## src/rtl/ecdh_ctrl.sv

```systemverilog
// ecdh_ctrl: sequences Pub = k*G then S = k*B on one shared GF(2^4) scalar multiplier,
// sampling its result a fixed settle time after each operand presentation.
module ecdh_ctrl #(
   parameter int SETTLE_CYCLES = 16
) (
   input  logic       i_clock,
   input  logic       i_reset,
   input  logic       i_start,
   input  logic [3:0] i_priv_k,
   input  logic [3:0] i_gx,
   input  logic [3:0] i_gy,
   input  logic [4:0] i_a_in,
   input  logic [4:0] i_f_in,
   input  logic       i_peer_valid,
   output logic       o_peer_ready,
   input  logic [3:0] i_peer_x,
   input  logic [3:0] i_peer_y,
   output logic [3:0] o_sm_k,
   output logic [3:0] o_sm_px,
   output logic [3:0] o_sm_py,
   output logic [4:0] o_sm_a,
   output logic [4:0] o_sm_f,
   input  logic [3:0] i_sm_qx,
   input  logic [3:0] i_sm_qy,
   output logic       o_busy,
   output logic       o_pub_valid,
   output logic [3:0] o_pub_x,
   output logic [3:0] o_pub_y,
   output logic [3:0] o_sec_x,
   output logic [3:0] o_sec_y,
   output logic       o_done,
   output logic       o_err
);
   typedef enum logic [1:0] {IDLE, WAIT_PUB, WAIT_PEER, WAIT_SEC} state_t;
   localparam logic [7:0] CNT_LOAD = 8'(SETTLE_CYCLES - 1);
   state_t     r_state, w_state;
   logic [7:0] r_cnt, w_cnt;
   logic [3:0] r_sm_k, w_sm_k, r_sm_px, w_sm_px, r_sm_py, w_sm_py;
   logic [4:0] r_sm_a, w_sm_a, r_sm_f, w_sm_f;
   logic       r_pub_valid, w_pub_valid, r_done, w_done, r_err, w_err;
   logic [3:0] r_pub_x, w_pub_x, r_pub_y, w_pub_y, r_sec_x, w_sec_x, r_sec_y, w_sec_y;
   always_comb begin
      w_state     = r_state;
      w_cnt       = r_cnt;
      w_sm_k      = r_sm_k;
      w_sm_px     = r_sm_px;
      w_sm_py     = r_sm_py;
      w_sm_a      = r_sm_a;
      w_sm_f      = r_sm_f;
      w_pub_valid = r_pub_valid;
      w_pub_x     = r_pub_x;
      w_pub_y     = r_pub_y;
      w_sec_x     = r_sec_x;
      w_sec_y     = r_sec_y;
      w_done      = 1'b0;
      w_err       = r_err;
      case (r_state)
         IDLE: if (i_start) begin
            if (i_priv_k != 4'd0) begin
               w_sm_k      = i_priv_k;
               w_sm_px     = i_gx;
               w_sm_py     = i_gy;
               w_sm_a      = i_a_in;
               w_sm_f      = i_f_in;
               w_pub_valid = 1'b0;
               w_err       = 1'b0;
               w_cnt       = CNT_LOAD;
               w_state     = WAIT_PUB;
            end else begin
               w_done = 1'b1;
               w_err  = 1'b1;
            end
         end
         WAIT_PUB: if (r_cnt == 8'd0) begin
            w_pub_x     = i_sm_qx;
            w_pub_y     = i_sm_qy;
            w_pub_valid = 1'b1;
            w_state     = WAIT_PEER;
         end else w_cnt = r_cnt - 8'd1;
         WAIT_PEER: if (i_peer_valid) begin
            // an infinity peer point aborts the exchange but keeps the public key
            if ({i_peer_x, i_peer_y} != 8'd0) begin
               w_sm_px = i_peer_x;
               w_sm_py = i_peer_y;
               w_cnt   = CNT_LOAD;
               w_state = WAIT_SEC;
            end else begin
               w_done  = 1'b1;
               w_err   = 1'b1;
               w_state = IDLE;
            end
         end
         WAIT_SEC: if (r_cnt == 8'd0) begin
            w_sec_x = i_sm_qx;
            w_sec_y = i_sm_qy;
            w_done  = 1'b1;
            w_err   = {i_sm_qx, i_sm_qy} == 8'd0;
            w_state = IDLE;
         end else w_cnt = r_cnt - 8'd1;
      endcase
   end
   always_ff @(posedge i_clock or posedge i_reset) begin
      if (i_reset) begin
         r_state     <= IDLE;
         r_cnt       <= '0;
         r_sm_k      <= '0;
         r_sm_px     <= '0;
         r_sm_py     <= '0;
         r_sm_a      <= '0;
         r_sm_f      <= '0;
         r_pub_valid <= 1'b0;
         r_pub_x     <= '0;
         r_pub_y     <= '0;
         r_sec_x     <= '0;
         r_sec_y     <= '0;
         r_done      <= 1'b0;
         r_err       <= 1'b0;
      end else begin
         r_state     <= w_state;
         r_cnt       <= w_cnt;
         r_sm_k      <= w_sm_k;
         r_sm_px     <= w_sm_px;
         r_sm_py     <= w_sm_py;
         r_sm_a      <= w_sm_a;
         r_sm_f      <= w_sm_f;
         r_pub_valid <= w_pub_valid;
         r_pub_x     <= w_pub_x;
         r_pub_y     <= w_pub_y;
         r_sec_x     <= w_sec_x;
         r_sec_y     <= w_sec_y;
         r_done      <= w_done;
         r_err       <= w_err;
      end
   end
   assign o_peer_ready = r_state == WAIT_PEER;
   assign o_busy       = r_state != IDLE;
   assign o_sm_k       = r_sm_k;
   assign o_sm_px      = r_sm_px;
   assign o_sm_py      = r_sm_py;
   assign o_sm_a       = r_sm_a;
   assign o_sm_f       = r_sm_f;
   assign o_pub_valid  = r_pub_valid;
   assign o_pub_x      = r_pub_x;
   assign o_pub_y      = r_pub_y;
   assign o_sec_x      = r_sec_x;
   assign o_sec_y      = r_sec_y;
   assign o_done       = r_done;
   assign o_err        = r_err;
endmodule
```

## config.mk

```make
export PLATFORM = sky130hd
export DESIGN_NAME = ecdh_ctrl
export DESIGN_NICKNAME = d
export VERILOG_FILES = /design/src/rtl/ecdh_ctrl.sv
export SDC_FILE = /design/constraint.sdc
export NUM_CORES = 1
export LEC_CHECK = 0
export CAP_MARGIN = 20
export CORE_MARGIN = 10
export CORE_UTILIZATION = 30
export CTS_CLUSTER_SIZE = 24
export DETAILED_ROUTE_END_ITERATION = 8
export SYNTH_ARGS = -nofsm -noshare
export SYNTH_HDL_FRONTEND = slang
export SYNTH_SLANG_ARGS = --single-unit
```

## constraint.sdc

```tcl
create_clock -name i_clock -period 4 [get_ports i_clock]
set_input_delay 0.4 -clock i_clock [delete_from_list [all_inputs] [get_ports i_clock]]
set_output_delay 0.4 -clock i_clock [all_outputs]
set_load 0.05 [all_outputs]
```

## Word level (Yosys, flattened, before mapping)

Cells that the tools add are included.

| word-level totals | value |
|---|---|
| register bits after elaboration | 51 |
| input port bits | 42 |
| output and inout bits | 43 |
| word-level logic and storage cells | 82 |

| operators by class | value |
|---|---|
| $add $sub $neg | 1 |
| equality and inequality tests | 11 |
| mux-type cells | 38 |
| reductions and logical operators | 18 |

Operator list:

| kind | number |
|---|---|
| $mux W8 | 5 |
| $mux W4 | 8 |
| $pmux W8 S3 | 1 |
| $reduce_and A5 Y1 | 4 |
| $logic_not A8 Y1 | 2 |
| $pmux W4 S2 | 2 |
| $ne A2 B2 Y1 const B | 7 |
| $mux W1 | 12 |
| $mux W2 | 6 |
| $pmux W2 S4 | 1 |
| $reduce_bool A8 Y1 | 1 |
| $sub A8 B1 Y8 const B | 1 |
| $pmux W1 S3 | 2 |
| $reduce_bool A2 Y1 | 3 |
| $eq A2 B2 Y1 const B | 2 |
| $reduce_and A2 Y1 | 2 |
| $reduce_and A4 Y1 | 1 |
| $reduce_bool A4 Y1 | 1 |
| $reduce_and A3 Y1 | 1 |
| $reduce_bool A3 Y1 | 1 |
| $eq A2 B1 Y1 const B | 1 |
| $logic_not A2 Y1 | 1 |
| $ne A2 B1 Y1 const B | 1 |
| $pmux W1 S2 | 1 |
| $reduce_or A2 Y1 | 1 |

## Logic depth before layout (Yosys ltp)

Gate-level depths: netlist (run 1).

| depth | value |
|---|---|
| depth after elaboration | 4 |
| gate-level depth with buffers | 6 |
| gate-level depth less buffers | 6 |

## Least setup slack after synthesis (run 1)

Ideal clock, no wire load.

| timing path | value |
|---|---|
| path kind | reg2reg |
| start | register r_state[0] |
| end | register r_sm_px[0], in the netlist o_sm_px[0] |
| library setup time | 0.125 ns |
| arrival time | 2.083 ns |
| required time | 3.875 ns |
| path slack | 1.793 ns |
| stages on the path, launching flop included | 6 |
| buffers on the path | 2 |
| period minus slack after synthesis | 2.207 ns |
| cells stage by stage | dfrtp_1 buf_2 nor2b_1 clkbuf_1 mux2_2 mux2_2 |

| between the ends | value |
|---|---|
| word-level cells in the longest chain between the ends | 3 |
| elaborated cells on any way between the ends | 9 |
| classes of those cells | eq/ne (5); mux (1); reduce/logical (3) |

Ends and longest elaborated chain:

| item | RTL line | source |
|---|---|---|
| start, declared | 36 | `state_t r_state, w_state;` |
| start signal, assigned | 119 | `r_state <= w_state;` |
| $eq A2 B2 Y1 * | -- |  |
| via o_peer_ready | 15 | `output logic o_peer_ready,` |
| $ne A2 B1 Y1 (no line), or another cell as far along | -- |  |
| $reduce_and A5 Y1 (no line) | -- |  |
| end signal, assigned | 122 | `r_sm_px <= w_sm_px;` |
| end, declared | 38 | `logic [3:0] r_sm_k, w_sm_k, r_sm_px, w_sm_px, r_sm_py, w_sm_py;` |

The timed path passes the listed nets; every way through them passes the cells marked *.
A chain may end at the register's enable or synchronous reset.

## Final worst setup path (run 1)

| timing path | value |
|---|---|
| start | register r_state[1] |
| end | output port o_peer_ready |

| between the ends | value |
|---|---|
| word-level cells in the longest chain between the ends | 1 |

Ends and longest elaborated chain:

| item | RTL line | source |
|---|---|---|
| $eq A2 B2 Y1 | 135 | `assign o_peer_ready = r_state == WAIT_PEER;` |
| end, declared | 15 |  |

Every way passes these cells.

==> run metrics, run 1 <==
synth warn=0; length in cells of the worst reg-to-reg path=6; Post-Synthesis Cell Area=2360 um^2; post-DP HPWL=4.56 mm; Pins Over Slew Limit=0; Root Driver=clkbuf_8; maximum clock insertion buffer count=2; Synth top area share=54.0%; Num CTS Buffers=5; CP Max Fanout=12; Hold-fix buffers, CTS=0; clk_lat worst skew=0.30 ns; layout cell share with drive strength beyond 1=around 26%; Die X=109 um; max incr delay on CP=0.83 ns; status=finished clean; Final WS setup=1.44 ns; Final Util=around 45%; Worst-path clk slew=0.10 ns; capturing point of the worst reg2reg path=r_cnt[4]$_DFFE_PP0P_; maximum vdd drop=roughly 0.50 mV; Place WS=between 1 and 1.5 ns; initial antenna violation count=0; DRT Wirelength=5.95 mm; Via Count=1734; Worst setup EP type=primary output; drt initial violations=48; post-DR vias/cell=4.69; Cells after Synth=178; Pleak=roughly 0.0014 uW; final worst-path cycle share=63.9%; Main synth FF type=dfrtp_1; Yosys top cell by area=dfrtp_1; Die ar.=between 10000 and 15000 um^2; critical-path cell list=nor2b_1 -> buf_4 -> clkdlybuf4s50_1; Worst Tran Pin Value=0.951 ns; clock sinks=51; RSZ-0062 raised after global routing=no; starting density of the core=30.7%; setup TNS=0 ns; WL per Instance=16.1 um; CTS tree=yes; max_cap viols=0; CP Class=reg -> out; reg2reg start=r_cnt[0]$_DFFE_PP0P_; post-synth cell types=40; hold wc startpoint=o_sec_x[3]$_DFFE_PP0P_; Post-CTS Setup Inserts=0; final setup vio count=0; io pins=85; top post-synthesis cells by count=51 x dfrtp_1, 46 x mux2_2, 8 x inv_1; Reg2Reg Setup Slack=about 1.7 ns; Min-Delay Endpoint=o_sec_x[3]$_DFFE_PP0P_; hold slack=0.512 ns; pin count of the biggest net entering global routing=45; async set-or-reset flop fraction in the synthesized netlist=100%; Max Freq=391 MHz; worst hold stages=1; vias in the first global route=1886; Rel. slew slack=36.0%; H-tree Lvls=2; Hold Fails Final Rpt=0; clk_skew=0.00835 ns; IO Port Bufs=84; Worst EP required=3.60 ns; gr usage total=10.2%; count leader, synth=dfrtp_1; ANT nets after route=0; Syn Area/Cell=between 10 and 15 um^2; synth-to-layout area growth=45.9%; drt pass-1 iters=4; global-route congestion overflow total=0; Worst Path Arrival=about 2.2 ns; first-pass GRT wire length=9.78 mm; placer congestion estimate=0.808; antenna diode count=0; Residual DRC=0; Setup crit start kind=register; Slowest-stage cell, CP=clkdlybuf4s50_1; gate family responsible for the most delay along the worst path=buffers and inverters; FF+latch count, synth=51; die height=109 um; largest cells by area after synthesis=dfrtp_1 54%, mux2_2 22%, nor4_4 1.8%; post_cts resized=0; type of the most critical hold path=reg -> reg; Final nets=between 300 and 400; fin crit period=roughly 2.6 ns; Post-synth EDFFs=0; post-synthesis sequential area ratio=54.0%; PwrDens=871 nW/um^2; CP bufs+invs=2; FP Rows=32; Synthesized Nets=222; core area=7690 um^2
-- where the power goes --
group	total (uW)	internal, uW	switching [uW]
Clock	370	189	181
Combinational	1690	660	1030
Sequential	944	761	183
Total	3000	1610	1390
-- area by class of cell --
type / instances / area (um^2)
fillers: 720 / 4240
flip-flops and latches: 51 / 1280
multi-input cells: 114 / 1040
repair buffers: 87 / 863
well taps: 102 / 128
clock buffers: 5 / 68.8
clock inverters: 3 / 46.3
inverters: 8 / 30.0
-- routing by layer --
metal	share of wire [%]	GRT usage, %	wire length (um)
met5	0	0	0
met4	0.82	2.54	49
met3	8.3	4.25	492
met2	48	16.5	2830
met1	43	12.3	2570
-- kinds of logic after synthesis --
family	Yosys count	synth area share (%)
xor gates and xnor gates	2	0.741
adders and majority gates	2	1.06
and+or+nand+nor	39	12.2
AOI/OAI and AO/OA	24	7.52
buffers and inverters	13	2.17
DFF	51	54.0
muxes	47	22.3
-- state kept, by name (all words and copies together) (netlist names) --
register     cells
o_sm_f           5
o_sm_a           5
o_done           1
o_pub_valid      1
o_sm_px          4
o_sec_x          4
o_err            1
r_state          2
o_sm_py          4
o_pub_x          4
o_sec_y          4
r_cnt            8
o_sm_k           4
o_pub_y          4
-- per-stage QoR --
step | cells | power, uW | instance area [um^2]
2_1_floorplan | 178 | 2080 | 2360
3_3_place_gp | 362 | 2650 | 3330
3_5_place_dp | 362 | 2670 | 3330
4_1_cts | 370 | 3050 | 3450
5_1_grt | 370 | 3180 | 3450
6_report | 370 | 3000 | 3450
-- worst register-to-register path, cell delays in order (launching register included) --
cell	delay (ns)
dfrtp_1	0.44
inv_1	0.10
ha_1	0.22
nand4bb_4	0.17
nor4_1	0.82
o21ai_0	0.21
a22o_1	0.21
-- placed cells by master, fill, tap and decap left out, types with 3 or more instances in the layout --
cell type / count
clkbuf_8: 5
mux2_2: 46
o21ai_0: 5
nor4_1: 4
dfrtp_1: 51
a21oi_1: 5
nor3_1: 3
inv_1: 7
buf_4: 3
nor3b_1: 3
clkdlybuf4s50_1: 84
or2_2: 3
nand2_1: 4
nor2_1: 5
-- worst max-delay path by stage --
stage / startpoint / slack, ns / cells past startpoint / to
6_report: r_state[1]$_DFFE_PP0P_ / 1.44 / 3 / o_peer_ready
5_1_grt: r_state[1]$_DFFE_PP0P_ / 1.32 / 3 / o_peer_ready
4_1_cts: r_state[1]$_DFFE_PP0P_ / 1.41 / 3 / o_peer_ready
3_5_place_dp: i_priv_k[3] / 1.38 / 6 / o_sm_py[0]$_DFFE_PP0P_
3_3_place_gp: i_priv_k[3] / 1.45 / 6 / o_sm_px[3]$_DFFE_PP0P_
2_1_floorplan: r_state[0]$_DFFE_PP0P_ / 1.79 / 5 / o_sm_px[0]$_DFFE_PP0P_
No activity file was read; power rests on OpenSTA's default activity.
==> run 2: changes to the inputs <==
==> constraint.sdc (replaced) <==
create_clock -name i_clock -period 2.1 [get_ports i_clock]
set_input_delay 0.21 -clock i_clock [delete_from_list [all_inputs] [get_ports i_clock]]
set_output_delay 0.21 -clock i_clock [all_outputs]
set_load 0.05 [all_outputs]
==> run 2 against run 1 <==
Sequential share of layout area decreased by 0.93 points. Clock-buffer cell count grew 1. Wire length increased by 4.2%. Clock power increased by 66%. Clock skew increased by 0.0014 ns. Critical path type is now reg -> reg. Largest power group unchanged. Highest routed layer unchanged.
==> run metrics, run 2 (synthesis results as in run 1) <==
status=finished clean; Hold-fix buffers, CTS=0; Rel. slew slack=64.3%; placer congestion estimate=roughly 0.83; gr usage total=10.6%; pin count of the biggest net entering global routing=52; Filler cells=approximately 740; max FFs per register=8; most frequent cells in the layout=82 x clkdlybuf4s50_1, 51 x dfrtp_1, 46 x mux2_2; Via Count=1822; first-pass GRT wire length=10.1 mm; final worst-path cycle share=93.1%; gate family responsible for the most delay along the worst path=simple AND/OR/NAND/NOR gates; clock sinks=51; Slowest-stage cell, CP=or4_4; die height=109 um; H-tree Lvls=2; max incr delay on CP=roughly 0.48 ns; Top reg by flops=r_cnt; Worst Path Arrival=2.15 ns; drt pass-1 iters=4; Pins Over Slew Limit=0; IO Port Bufs=84; io pins=85; Pleak=0.00145 uW; Die X=109 um; Worst Tran Pin Value=0.534 ns; maximum clock insertion buffer count=2; max_cap viols=0; drt initial violations=72; Place WS=-0.00884 ns; length in cells of the worst reg-to-reg path=6; FP Rows=32; Die ar.=between 10000 and 15000 um^2; RSZ-0062 raised after global routing=no; Hold Fails Final Rpt=0; ANT nets after route=0; Max Freq=511 MHz; synth-to-layout area growth=49.7%; commonest non-fill, non-tap cell in the layout=clkdlybuf4s50_1; vias in the first global route=1952; capturing point of the worst reg2reg path=o_err$_DFFE_PP0P_; starting density of the core=between 30% and 40%; Worst setup EP type=register; type of the most critical hold path=in -> async; Num CTS Buffers=5; clk_skew=0.00980 ns; CTS tree=yes; maximum vdd drop=0.856 mV; hold slack=between 0.2 and 0.25 ns; fin crit period=1.96 ns; Residual DRC=0; overall power=5730 uW; clk_lat worst skew=approximately 0.31 ns; PwrDens=between 1500 and 2000 nW/um^2; Worst-path clk slew=0.10 ns; critical-path cell list=inv_1 -> ha_2 -> nand4bb_4 -> or4_4 -> and3_4 -> a211o_1; Reg2Reg Setup Slack=0.14 ns; Root Driver=clkbuf_8; post-DP HPWL=4.77 mm; initial antenna violation count=0; CP bufs+invs=1; Final nets=about 320; CP Max Fanout=5; global-route congestion overflow total=0; WL per Instance=16.3 um; antenna diode count=0; Setup crit start kind=register; post-DR vias/cell=roughly 4.8; core area=a little under 8000 um^2; Worst EP required=2.30 ns; setup TNS=0 ns; final setup vio count=0; CP Class=reg -> reg; DRT Wirelength=6.20 mm; Final WS setup=around 0.14 ns; reg2reg start=r_cnt[0]$_DFFE_PP0P_; layout cell share with drive strength beyond 1=around 30%
-- run 2: changes by cell type in the layout (fill, tap and decap cells not counted) --
cell             before  now
buf_12                0    2
buf_4                 3   14
bufinv_16             1    0
clkbuf_8              5    6
clkdlybuf4s50_1      84   82
clkinv_4              0    1
ha_1                  2    1
ha_2                  0    1
inv_6                 1    0
-- run 2: where the power goes --
group          switching [uW]  internal (uW)  leakage (uW)
registers                 317           1450      0.000625
clock network             343            270     0.0000474
logic                    2030           1320      0.000778
total                    2690           3040       0.00145
-- run 2: tightest hold or removal path, cell delays in order --
cell	delay, ns
clkdlybuf4s50_1	0.42
inv_2	0.07
buf_12	0.24
-- run 2: metrics by stage --
| step | util [%] | std cells | instance area [um^2] |
|---|---|---|---|
| 2_1_floorplan | - | 178 | 2360 |
| 3_3_place_gp | 44.6 | 372 | 3430 |
| 3_5_place_dp | 44.6 | 372 | 3430 |
| 4_1_cts | 45.9 | 380 | 3530 |
| 5_1_grt | 46.0 | 381 | 3540 |
| 6_report | 46.0 | 381 | 3540 |
-- run 2: worst max-delay path by stage --
stage                              start                endpoint  slack [ns]  cells after the start
detailed placement           i_peer_x[0]  o_sm_py[3]$_DFFE_PP0P_      -0.009                      6
floorplan           r_cnt[0]$_DFFE_PP0P_       o_err$_DFFE_PP0P_        0.20                      6
global route        r_cnt[1]$_DFFE_PP0P_       o_err$_DFFE_PP0P_        0.05                      6
CTS                 r_cnt[0]$_DFFE_PP0P_       o_err$_DFFE_PP0P_        0.04                      6
global placement             i_peer_y[1]  o_sm_px[1]$_DFFE_PP0P_      -0.002                      6
finish              r_cnt[0]$_DFFE_PP0P_       o_err$_DFFE_PP0P_        0.14                      6
-- run 2: layout make-up --
| cell class | instances | area, um^2 | area share, % |
|---|---|---|---|
| well taps | 102 | 128 | 3.61 |
| multi-input cells | 114 | 1040 | 29.4 |
| clock buffers | 6 | 82.6 | 2.33 |
| flip-flops and latches | 51 | 1280 | 36.1 |
| inverters | 8 | 30.0 | 0.849 |
| repair buffers | 98 | 966 | 27.3 |
| clock inverters | 2 | 16.3 | 0.460 |
-- run 2: what timing repair did --
| action | in CTS | in global routing |
|---|---|---|
| endpoints found under the setup margin | 0 | 2 |
| gates resized for setup | 0 | 1 |
| setup buffers | 0 | 1 |
| hold endpoints to repair | 0 | 0 |
-- run 2: routing by layer --
metal / track usage (%) / vias up / wire [um] / part of all wire [%]
li1: - / 852 / - / -
met1: 12.6 / 908 / 2660 / 43
met2: 17.2 / 56 / 2950 / 48
met3: 4.42 / 6 / 520 / 8.4
met4: 2.82 / 0 / 62 / 1.0
met5: 0 / - / 0 / 0
==> run 3: changes to the inputs <==
==> constraint.sdc (replaced) <==
create_clock -name i_clock -period 1.9 [get_ports i_clock]
set_input_delay 0.19 -clock i_clock [delete_from_list [all_inputs] [get_ports i_clock]]
set_output_delay 0.19 -clock i_clock [all_outputs]
set_load 0.05 [all_outputs]
==> run 3 against run 2 <==
Critical path type unchanged. Critical endpoint unchanged. Critical path depth unchanged. Final area increased by 3.0%. Register-to-register slack got worse by 0.09 ns. Highest routed layer unchanged.
==> run metrics, run 3 (synthesis results as in run 1) <==
global-route congestion overflow total=0; Reg2Reg Setup Slack=0.06 ns; max incr delay on CP=0.51 ns; switch share=46.3%; Int Power=3480 uW; Root Driver=clkbuf_8; gr usage total=between 10% and 20%; drt pass-1 iters=4; clk_lat worst skew=0.31 ns; first-pass GRT wire length=10.2 mm; post-DP HPWL=4.91 mm; Rel. slew slack=63.9%; commonest non-fill, non-tap cell in the layout=clkdlybuf4s50_1; grt met1 use=12.9%; Pins Over Slew Limit=0; Final nets=335; length in cells of the worst reg-to-reg path=6; H-tree Lvls=2; final setup vio count=0; gate family responsible for the most delay along the worst path=simple AND/OR/NAND/NOR gates; maximum clock insertion buffer count=2; Hold Fails Final Rpt=0; setup TNS=0 ns; Logic pwr share=approximately 60%; PwrDens=1780 nW/um^2; fin crit period=1.84 ns; post-DR vias/cell=4.66; Hold-fix buffers, CTS=0; Sw Pwr=around 3000 uW; most frequent cells in the layout=82 x clkdlybuf4s50_1, 51 x dfrtp_1, 46 x mux2_2; sequential power share=29.4%; IO Port Bufs=84; type of the most critical hold path=in -> async; Die X=between 100 and 150 um; met3 Usage GRT=~4.4%; core area=between 7000 and 8000 um^2; status=finished clean; Worst EP required=2.10 ns; CP Max Fanout=3; CP bufs+invs=1; Setup crit start kind=register; Filler cells=about 740; Top reg by flops=r_cnt; DRT Wirelength=6.23 mm; overall power=6480 uW; Via Count=about 1800; met2 Use GR=17.0%; Clk pwr share=a little over a tenth; clock sinks=51; clk_skew=0.00762 ns; drt initial violations=27; starting density of the core=30.7%; capturing point of the worst reg2reg path=o_err$_DFFE_PP0P_; Max Freq=542 MHz; Residual DRC=0; reg2reg start=r_cnt[0]$_DFFE_PP0P_; critical-path cell list=inv_2 -> ha_4 -> nand4bb_4 -> or4_4 -> and3_4 -> a211o_1; CTS tree=yes; io pins=85; layout cell share with drive strength beyond 1=33.6%; pin count of the biggest net entering global routing=44; WL per Instance=15.8 um; final worst-path cycle share=97.0%; die height=109 um; maximum vdd drop=1.04 mV; ANT nets after route=0; Die ar.=~12000 um^2; Pleak=0.00151 uW; vias in the first global route=2025; antenna diode count=0; Worst-path clk slew=0.10 ns; grt peak-use layer=met2; max_cap viols=0; hold slack=0.110 ns; synth-to-layout area growth=54.2%; Worst Tran Pin Value=0.540 ns; Slowest-stage cell, CP=or4_4; CP Class=reg -> reg; Worst setup EP type=register; initial antenna violation count=0; placer congestion estimate=between 0.7 and 0.8; FP Rows=32; Worst Path Arrival=around 2 ns; max FFs per register=8; Num CTS Buffers=5
==> run 3: layer usage <==
layer  wire, um  vias to the layer above  share of wire (%)
met4         80                        0                1.3
met2       2960                       53                 47
met1       2710                      899                 43
li1           -                      878                  -
met3        483                        8                7.8
met5          0                        -                  0
==> run 3: power by group through the flow <==
stage                     Combinational (uW)  Sequential (uW)  Clock [uW]
after floorplan                         1000             3390           0
after CTS                               3910             1900         708
final                                   3900             1900         671
after global placement                  3870             1910           0
after global routing                    4140             1990         755
after detailed placement                3900             1920           0
==> run 3: area by class of cell <==
type | instances | area [um^2] | area share [%]
Sequential cell | 51 | 1280 | 35.0
Clock inverter | 2 | 16.3 | 0.446
Tap cell | 102 | 128 | 3.50
Inverter | 8 | 30.0 | 0.824
Multi-Input combinational cell | 114 | 1050 | 28.8
Timing Repair Buffer | 111 | 1060 | 29.2
Clock buffer | 6 | 82.6 | 2.27
==> run 3: through the flow <==
step           cell area, um^2  setup slack [ns]  std cells  utilization (%)
2_1_floorplan             2360          0.000768        178                -
3_3_place_gp              3530            -0.104        385             45.9
3_5_place_dp              3530            -0.102        385             45.9
4_1_cts                   3630           0.00241        393             47.2
5_1_grt                   3640          -0.00996        394             47.4
6_report                  3640            0.0566        394             47.4
==> run 3: timing repair <==
action	4_1_cts	5_1_grt
setup endpoints to repair	1	9
pin swaps	1	0
buffers inserted	0	1
gates resized for setup	1	3
cloned	0	0
==> run 3: worst max path at each step <==
stage | start | to | slack [ns] | cells past startpoint
2_1_floorplan | r_cnt[0]$_DFFE_PP0P_ | o_err$_DFFE_PP0P_ | 0.0008 | 6
3_3_place_gp | i_peer_x[0] | o_sm_px[3]$_DFFE_PP0P_ | -0.10 | 7
3_5_place_dp | i_peer_x[0] | o_sm_py[1]$_DFFE_PP0P_ | -0.10 | 7
4_1_cts | r_cnt[0]$_DFFE_PP0P_ | o_err$_DFFE_PP0P_ | 0.002 | 6
5_1_grt | r_cnt[0]$_DFFE_PP0P_ | o_err$_DFFE_PP0P_ | -0.01 | 6
6_report | r_cnt[0]$_DFFE_PP0P_ | o_err$_DFFE_PP0P_ | 0.06 | 6
==> run 3: worst reg2reg max path, cell delays in order, from the launching register on <==
cell and delay, ns:
dfrtp_1 0.42, inv_2 0.09, ha_4 0.14, nand4bb_4 0.11
or4_4 0.51, and3_4 0.20, a211o_1 0.28
